==> config.mk <==
export PLATFORM = sky130hd
export DESIGN_NAME = param_cift_yollu_ram_flat
export DESIGN_NICKNAME = d
export VERILOG_FILES = /design/src/rtl/param_cift_yollu_ram_if.sv /design/src/rtl/param_cift_yollu_ram.sv /design/src/flat_wrapper.sv
export SDC_FILE = /design/constraint.sdc
export NUM_CORES = 1
export LEC_CHECK = 0
export ABC_CLOCK_PERIOD_IN_PS = 4750
export CAP_MARGIN = 10
export CORE_UTILIZATION = 55
export CTS_CLUSTER_DIAMETER = 200
export CTS_CLUSTER_SIZE = 10
export DETAILED_ROUTE_END_ITERATION = 10
export GPL_TIMING_DRIVEN = 0
export PLACE_DENSITY = 0.74
export SLEW_MARGIN = 20
export SYNTH_ARGS = -nofsm -noshare
export SYNTH_HDL_FRONTEND = slang
export SYNTH_SLANG_ARGS = --single-unit
==> constraint.sdc <==
create_clock -name clk -period 4.75 [get_ports clk]
set_input_delay 1.425 -clock clk [delete_from_list [all_inputs] [get_ports clk]]
set_output_delay 1.425 -clock clk [all_outputs]
set_load 0.1 [all_outputs]
==> src/rtl/param_cift_yollu_ram_if.sv <==
// Port bundle for the two-write / two-read-port RAM: write, read, clear and status signals.
// The master drives requests; the RAM connects through the slave modport.
interface param_cift_yollu_ram_if #(
    parameter int VERI_GENISLIK  = 16,
    parameter int ADRES_GENISLIK = 4
);
    localparam int BE_GENISLIK = VERI_GENISLIK / 8;

    logic                      temizle;
    logic                      hazir;

    logic                      w_en1;
    logic [ADRES_GENISLIK-1:0] w_addr1;
    logic [BE_GENISLIK-1:0]    w_be1;
    logic [VERI_GENISLIK-1:0]  w_veri1;
    logic                      w_en2;
    logic [ADRES_GENISLIK-1:0] w_addr2;
    logic [BE_GENISLIK-1:0]    w_be2;
    logic [VERI_GENISLIK-1:0]  w_veri2;

    logic                      r_en1;
    logic [ADRES_GENISLIK-1:0] r_addr1;
    logic [VERI_GENISLIK-1:0]  r_veri1;
    logic                      r_gecerli1;
    logic                      r_en2;
    logic [ADRES_GENISLIK-1:0] r_addr2;
    logic [VERI_GENISLIK-1:0]  r_veri2;
    logic                      r_gecerli2;

    logic                      carpisma;

    modport slave (
        input  temizle,
        input  w_en1, w_addr1, w_be1, w_veri1,
        input  w_en2, w_addr2, w_be2, w_veri2,
        input  r_en1, r_addr1, r_en2, r_addr2,
        output hazir, r_veri1, r_gecerli1, r_veri2, r_gecerli2, carpisma
    );

    modport master (
        output temizle,
        output w_en1, w_addr1, w_be1, w_veri1,
        output w_en2, w_addr2, w_be2, w_veri2,
        output r_en1, r_addr1, r_en2, r_addr2,
        input  hazir, r_veri1, r_gecerli1, r_veri2, r_gecerli2, carpisma
    );
endinterface

==> src/rtl/param_cift_yollu_ram.sv <==
// Parametrised 2W/2R synchronous RAM with byte enables, port-1 collision priority,
// selectable read-during-write behaviour and a clear FSM that zeroes the array.
module param_cift_yollu_ram #(
    parameter int VERI_GENISLIK  = 16,
    parameter int ADRES_GENISLIK = 4,
    parameter int OKUMA_MODU     = 0,
    parameter int BE_GENISLIK    = VERI_GENISLIK / 8
) (
    input  logic                   clk,
    input  logic                   rst_n,
    param_cift_yollu_ram_if.slave  bus
);
    localparam int DERINLIK = 2 ** ADRES_GENISLIK;
    localparam logic [ADRES_GENISLIK-1:0] SON_ADRES = ADRES_GENISLIK'(DERINLIK - 1);

    typedef enum logic [0:0] {
        TEMIZLE = 1'b0,
        HAZIR   = 1'b1
    } durum_t;

    // Replace the enabled bytes of a word with new data.
    function automatic logic [VERI_GENISLIK-1:0] bayt_birlestir(
        input logic [VERI_GENISLIK-1:0] eski,
        input logic [VERI_GENISLIK-1:0] yeni,
        input logic [BE_GENISLIK-1:0]   be
    );
        logic [VERI_GENISLIK-1:0] sonuc;
        sonuc = eski;
        for (int i = 0; i < BE_GENISLIK; i++) begin
            sonuc[8*i +: 8] = be[i] ? yeni[8*i +: 8] : eski[8*i +: 8];
        end
        return sonuc;
    endfunction

    logic [VERI_GENISLIK-1:0]  r_mem [DERINLIK];
    durum_t                    r_durum;
    logic [ADRES_GENISLIK-1:0] r_sayac;
    logic                      r_hazir;
    logic [VERI_GENISLIK-1:0]  r_oku_veri1;
    logic [VERI_GENISLIK-1:0]  r_oku_veri2;
    logic                      r_oku_gecerli1;
    logic                      r_oku_gecerli2;
    logic                      r_carpisma;

    logic                      w_calisiyor;
    logic                      w_yaz1;
    logic                      w_yaz2;
    logic                      w_carpisma;
    logic [VERI_GENISLIK-1:0]  w_kelime1;
    logic [VERI_GENISLIK-1:0]  w_kelime2;
    logic [VERI_GENISLIK-1:0]  w_okuma1;
    logic [VERI_GENISLIK-1:0]  w_okuma2;

    assign w_calisiyor = (r_durum == HAZIR);
    assign w_yaz1      = w_calisiyor && bus.w_en1;
    assign w_yaz2      = w_calisiyor && bus.w_en2;
    assign w_carpisma  = w_yaz1 && w_yaz2 && (bus.w_addr1 == bus.w_addr2);

    // Post-write words; on a collision both ports carry the same merged word, port 1 applied last.
    always_comb begin
        w_kelime1 = r_mem[bus.w_addr1];
        w_kelime2 = r_mem[bus.w_addr2];
        if (w_carpisma) begin
            w_kelime1 = bayt_birlestir(bayt_birlestir(r_mem[bus.w_addr1], bus.w_veri2, bus.w_be2),
                                       bus.w_veri1, bus.w_be1);
            w_kelime2 = w_kelime1;
        end else begin
            w_kelime1 = bayt_birlestir(r_mem[bus.w_addr1], bus.w_veri1, bus.w_be1);
            w_kelime2 = bayt_birlestir(r_mem[bus.w_addr2], bus.w_veri2, bus.w_be2);
        end
    end

    // Read data source, forwarding the post-write word in write-through mode.
    always_comb begin
        w_okuma1 = r_mem[bus.r_addr1];
        w_okuma2 = r_mem[bus.r_addr2];
        if ((OKUMA_MODU != 0) && w_yaz1 && (bus.w_addr1 == bus.r_addr1)) begin
            w_okuma1 = w_kelime1;
        end else if ((OKUMA_MODU != 0) && w_yaz2 && (bus.w_addr2 == bus.r_addr1)) begin
            w_okuma1 = w_kelime2;
        end else begin
            w_okuma1 = r_mem[bus.r_addr1];
        end
        if ((OKUMA_MODU != 0) && w_yaz1 && (bus.w_addr1 == bus.r_addr2)) begin
            w_okuma2 = w_kelime1;
        end else if ((OKUMA_MODU != 0) && w_yaz2 && (bus.w_addr2 == bus.r_addr2)) begin
            w_okuma2 = w_kelime2;
        end else begin
            w_okuma2 = r_mem[bus.r_addr2];
        end
    end

    // Array storage: clear sweep or port writes; left unreset so it maps onto RAM.
    always_ff @(posedge clk) begin
        if (r_durum == TEMIZLE) begin
            r_mem[r_sayac] <= '0;
        end else begin
            if (w_yaz1) begin
                r_mem[bus.w_addr1] <= w_kelime1;
            end
            if (w_yaz2) begin
                r_mem[bus.w_addr2] <= w_kelime2;
            end
        end
    end

    // Clear/ready FSM with registered read, valid, collision and ready outputs.
    always_ff @(posedge clk or negedge rst_n) begin
        if (!rst_n) begin
            r_durum        <= TEMIZLE;
            r_sayac        <= '0;
            r_hazir        <= 1'b0;
            r_oku_veri1    <= '0;
            r_oku_veri2    <= '0;
            r_oku_gecerli1 <= 1'b0;
            r_oku_gecerli2 <= 1'b0;
            r_carpisma     <= 1'b0;
        end else begin
            case (r_durum)
                TEMIZLE: begin
                    r_oku_gecerli1 <= 1'b0;
                    r_oku_gecerli2 <= 1'b0;
                    r_carpisma     <= 1'b0;
                    if (r_sayac == SON_ADRES) begin
                        r_durum <= HAZIR;
                        r_hazir <= 1'b1;
                        r_sayac <= '0;
                    end else begin
                        r_sayac <= r_sayac + ADRES_GENISLIK'(1);
                    end
                end
                HAZIR: begin
                    r_carpisma     <= w_carpisma;
                    r_oku_gecerli1 <= bus.r_en1;
                    r_oku_gecerli2 <= bus.r_en2;
                    if (bus.r_en1) begin
                        r_oku_veri1 <= w_okuma1;
                    end
                    if (bus.r_en2) begin
                        r_oku_veri2 <= w_okuma2;
                    end
                    if (bus.temizle) begin
                        r_durum <= TEMIZLE;
                        r_sayac <= '0;
                        r_hazir <= 1'b0;
                    end
                end
                default: begin
                    r_durum <= TEMIZLE;
                    r_sayac <= '0;
                    r_hazir <= 1'b0;
                end
            endcase
        end
    end

    assign bus.hazir      = r_hazir;
    assign bus.r_veri1    = r_oku_veri1;
    assign bus.r_veri2    = r_oku_veri2;
    assign bus.r_gecerli1 = r_oku_gecerli1;
    assign bus.r_gecerli2 = r_oku_gecerli2;
    assign bus.carpisma   = r_carpisma;
endmodule

==> src/flat_wrapper.sv <==
// flat-port wrapper written by rule: the top's interface ports become plain ports
module param_cift_yollu_ram_flat 
#(
    parameter int VERI_GENISLIK  = 16,
    parameter int ADRES_GENISLIK = 4,
    parameter int OKUMA_MODU     = 0,
    parameter int BE_GENISLIK    = VERI_GENISLIK / 8
)
  (clk, rst_n, bus_temizle, bus_w_en1, bus_w_addr1, bus_w_be1, bus_w_veri1, bus_w_en2, bus_w_addr2, bus_w_be2, bus_w_veri2, bus_r_en1, bus_r_addr1, bus_r_en2, bus_r_addr2, bus_hazir, bus_r_veri1, bus_r_gecerli1, bus_r_veri2, bus_r_gecerli2, bus_carpisma);
  param_cift_yollu_ram_if #(.VERI_GENISLIK(VERI_GENISLIK), .ADRES_GENISLIK(ADRES_GENISLIK)) bus_i ();
  input  logic clk;
  input  logic rst_n;
  input wire logic [$bits(bus_i.temizle)-1:0] bus_temizle;
  input wire logic [$bits(bus_i.w_en1)-1:0] bus_w_en1;
  input wire logic [$bits(bus_i.w_addr1)-1:0] bus_w_addr1;
  input wire logic [$bits(bus_i.w_be1)-1:0] bus_w_be1;
  input wire logic [$bits(bus_i.w_veri1)-1:0] bus_w_veri1;
  input wire logic [$bits(bus_i.w_en2)-1:0] bus_w_en2;
  input wire logic [$bits(bus_i.w_addr2)-1:0] bus_w_addr2;
  input wire logic [$bits(bus_i.w_be2)-1:0] bus_w_be2;
  input wire logic [$bits(bus_i.w_veri2)-1:0] bus_w_veri2;
  input wire logic [$bits(bus_i.r_en1)-1:0] bus_r_en1;
  input wire logic [$bits(bus_i.r_addr1)-1:0] bus_r_addr1;
  input wire logic [$bits(bus_i.r_en2)-1:0] bus_r_en2;
  input wire logic [$bits(bus_i.r_addr2)-1:0] bus_r_addr2;
  output wire logic [$bits(bus_i.hazir)-1:0] bus_hazir;
  output wire logic [$bits(bus_i.r_veri1)-1:0] bus_r_veri1;
  output wire logic [$bits(bus_i.r_gecerli1)-1:0] bus_r_gecerli1;
  output wire logic [$bits(bus_i.r_veri2)-1:0] bus_r_veri2;
  output wire logic [$bits(bus_i.r_gecerli2)-1:0] bus_r_gecerli2;
  output wire logic [$bits(bus_i.carpisma)-1:0] bus_carpisma;
  assign bus_i.temizle = bus_temizle;
  assign bus_i.w_en1 = bus_w_en1;
  assign bus_i.w_addr1 = bus_w_addr1;
  assign bus_i.w_be1 = bus_w_be1;
  assign bus_i.w_veri1 = bus_w_veri1;
  assign bus_i.w_en2 = bus_w_en2;
  assign bus_i.w_addr2 = bus_w_addr2;
  assign bus_i.w_be2 = bus_w_be2;
  assign bus_i.w_veri2 = bus_w_veri2;
  assign bus_i.r_en1 = bus_r_en1;
  assign bus_i.r_addr1 = bus_r_addr1;
  assign bus_i.r_en2 = bus_r_en2;
  assign bus_i.r_addr2 = bus_r_addr2;
  assign bus_hazir = bus_i.hazir;
  assign bus_r_veri1 = bus_i.r_veri1;
  assign bus_r_gecerli1 = bus_i.r_gecerli1;
  assign bus_r_veri2 = bus_i.r_veri2;
  assign bus_r_gecerli2 = bus_i.r_gecerli2;
  assign bus_carpisma = bus_i.carpisma;
  param_cift_yollu_ram #(.VERI_GENISLIK(VERI_GENISLIK), .ADRES_GENISLIK(ADRES_GENISLIK), .OKUMA_MODU(OKUMA_MODU), .BE_GENISLIK(BE_GENISLIK)) u_core (.clk(clk), .rst_n(rst_n), .bus(bus_i));
endmodule
==> summary.txt <==
Outcome
  • Status: finished with violations
  • Failing checks: setup timing

STA
  • Final setup violation count: 57
  • Slew Limit Fails: 0
  • RSZ-0062 raised after global routing: false
  • Worst-Margin Slew: 1.28 ns
  • Final period util: 1.04
  • Slew HR: 0.148
  • Final WS setup: -0.183 ns
  • Final setup TNS: -3.36 ns
  • Final worst path period need: 4.93 ns
  • Fin. Hold Viols: 0
  • Worst Skew: 0.0123 ns
  • Achievable Freq: 203 MHz

Clocking
  • Clock sinks: 297
  • Post-CTS Setup Inserts: 0
  • Reg clk slew, reported paths: 0.06 ns
  • Root buffer cell: clkbuf_16
  • Clk buf depth: 3
  • H-tree depth: 2
  • Num CTS Buffers: 35
  • CTS tree: done
  • Clock Latency Late Sink: 0.57 ns

Place
  • Placer Congestion: 1.08
  • Port Buf Inserts: 79
  • Post-DP HPWL: 59900 um
  • Placed Instances: 2098
  • Setup WS pre-CTS: -0.546 ns

Setup path
  • CP Launch Type: input pin
  • CP endpoint kind: flip-flop
  • Crit path kind: in2reg
  • CP max FO: 10
  • Worst Path Required: 4.94 ns
  • R2r setup slk: 1.15 ns
  • CP arrival: 5.13 ns

Synth
  • Proportion of synthesized chip area in sequential cells: 0.431
  • Post-synth EDFFs: 256
  • Net Count, Synth: 1617
  • Syn Area/Cell: 13.0 um^2
  • YS warnings: 0
  • Mapped Area: 20200 um^2
  • Flops & latches, synth: 297
  • Top_reg_cell synth: edfxtp_1
  • Synth Instances: 1557
  • Distinct cell type count after synthesis: 65
  • Fraction of registers with async set/reset: 0.138

Detailed routing
  • Routed vias/inst: 8.14
  • Average wire per cell in the routed design: 39.0 um
  • Vias: 17556
  • Initial DRC Count: 3810
  • DRT Pass-1 Iters: 8
  • WL final: 84200 um
  • Final ANT Viol Nets: 0
  • Drt drc: 0

Layout
  • Post-layout util: 0.632
  • Layout fillers: 2717
  • Layout cells sized above 1: 0.286
  • Finished Layout Cells: 2157
  • N_diodes: 0
  • Commonest non-fill, non-tap cell in the layout: edfxtp_1
  • Synth-to-Final Area Change: 12.0%
  • Layout Nets: 1735
  • Commonest non-fill, non-tap cells in the layout: edfxtp_1 (256), mux4_2 (217), nor2_1 (193)

Power and ir drop
  • Logic gate share of total power: 0.375
  • Internal power: 6190 uW
  • P per Cell Area: 459 nW/um^2
  • Sw frac: 0.404
  • Leak: 0.00775 uW
  • Clock network power share: 0.246
  • Net Switching: 4200 uW
  • Maximum vdd ir drop: 0.000285 V
  • Reg power frac: 0.378

Die
  • Core Rows: 69
  • Initial Util: 0.564
  • Core area: 35800 um^2
  • Die H: 194 um
  • Area of the die: 37500 um^2
  • Die W: 194 um
  • Ports: 95

GRT
  • Initial antenna violation count: 1
  • Largest net degree at the start of global routing: 27
  • GRT Total Usage: 0.449
  • Number of global-route vias before repair: 16624
  • Overflow after GRT: 0
  • First-pass GRT wire length: 117000 um

Job
  • Max Cap Viol: 0

Min path
  • Worst hold path type: reg2reg
-- per-stage QoR --
step / total power, uW / cell area (um^2) / hold slack (ns)
after floorplan: 6450 / 20200 / 0.584
after CTS: 10200 / 22600 / 0.507
after detailed placement: 7700 / 21600 / 0.495
final: 10400 / 22600 / 0.504
after global placement: 7640 / 21600 / 0.490
after global routing: 10500 / 22600 / 0.517
-- sequential cells by signal (all words and copies together) (netlist names) --
name / cells
u_core.bus.carpisma: 1
u_core.bus.hazir: 1
u_core.r_mem: 256
u_core.r_durum: 1
u_core.bus.r_veri1: 16
u_core.bus.r_gecerli1: 1
u_core.bus.r_gecerli2: 1
u_core.r_sayac: 4
u_core.bus.r_veri2: 16
-- timing repair --
item,4_1_cts,5_1_grt
setup endpoints to repair,0,48
resized for setup,0,6
hold buffers,0,0
-- power by group through the flow --
stage          registers [uW]  clock network [uW]  logic [uW]
2_1_floorplan            4800                   0        1650
3_3_place_gp             3910                   0        3720
3_5_place_dp             3940                   0        3760
4_1_cts                  3890                2520        3780
5_1_grt                  3960                2610        3960
6_report                 3930                2560        3900
-- layout make-up --
| class | count | area, um^2 | share of cell area |
|---|---|---|---|
| Buffer | 162 | 910 | 0.0402 |
| Clock buffer | 57 | 1000 | 0.0442 |
| Clock inverter | 1 | 5.00 | 0.000221 |
| Inverter | 10 | 37.5 | 0.00166 |
| Multi-Input combinational cell | 1088 | 10600 | 0.467 |
| Sequential cell | 297 | 8710 | 0.385 |
| Tap cell | 461 | 577 | 0.0255 |
| Timing Repair Buffer | 81 | 821 | 0.0362 |
-- logic make-up (layout without fill, tap and decap cells) --
| family | count (synthesis) | after routing | synth area share |
|---|---|---|---|
| flops | 297 | 297 | 0.431 |
| mux | 261 | 261 | 0.271 |
| compound gates | 383 | 383 | 0.155 |
| fa+ha+maj | 1 | 1 | 0.000619 |
| xor+xnor | 5 | 5 | 0.00254 |
| simple gates | 438 | 438 | 0.0929 |
| buf+inv | 172 | 311 | 0.0463 |
-- synth_stat cells, types with 18 or more instances --
cell type    n  area [um^2]
nand2b_1    21          131
mux4_2     217         4890
o22ai_1     87          544
nor2_1     193          724
a21oi_1     45          225
a211oi_1    28          210
a211oi_2    47          588
nand2_1    136          510
buf_6       18          203
buf_2       38          190
buf_4       20          150
clkbuf_1    71          267
mux2_2      35          394
a22oi_1     84          631
edfxtp_1   256         7690
dfrtp_1     41         1030
nand3_1     38          190
-- worst max-delay path, cell delays in order --
cell             delay, ns
clkdlybuf4s50_1       0.57
nand3b_1              0.55
nor2_1                0.90
nand2_1               0.54
buf_1                 0.56
nand2_2               0.56
-- final timing paths --
| kind | start | to | cells past startpoint |
|---|---|---|---|
| min in group asynchronous | rst_n | u_core.bus.r_veri1[3]$_DFFE_PN0P_ | 1 |
| worst max-delay path | bus_w_addr2[3] | u_core.r_mem[6][3]$_DFFE_PP_ | 6 |
| worst max register to register | u_core.r_durum$_DFF_PN0_ | u_core.r_mem[5][4]$_DFFE_PP_ | 7 |
| worst min register to register | u_core.bus.r_veri2[3]$_DFFE_PN0P_ | u_core.bus.r_veri2[3]$_DFFE_PN0P_ | 1 |
| max in group asynchronous | rst_n | u_core.bus.r_veri1[10]$_DFFE_PN0P_ | 2 |
| worst min-delay path | u_core.bus.r_veri2[3]$_DFFE_PN0P_ | u_core.bus.r_veri2[3]$_DFFE_PN0P_ | 1 |
-- layer usage --
metal,GRT usage,vias to the layer above,share of wire
met2,0.613,2066,0.41
met1,0.560,8392,0.32
li1,-,6574,-
met5,0.0192,-,0.0010
met3,0.235,522,0.20
met4,0.277,2,0.076
Note: power is estimated with default switching activity, not from simulation.
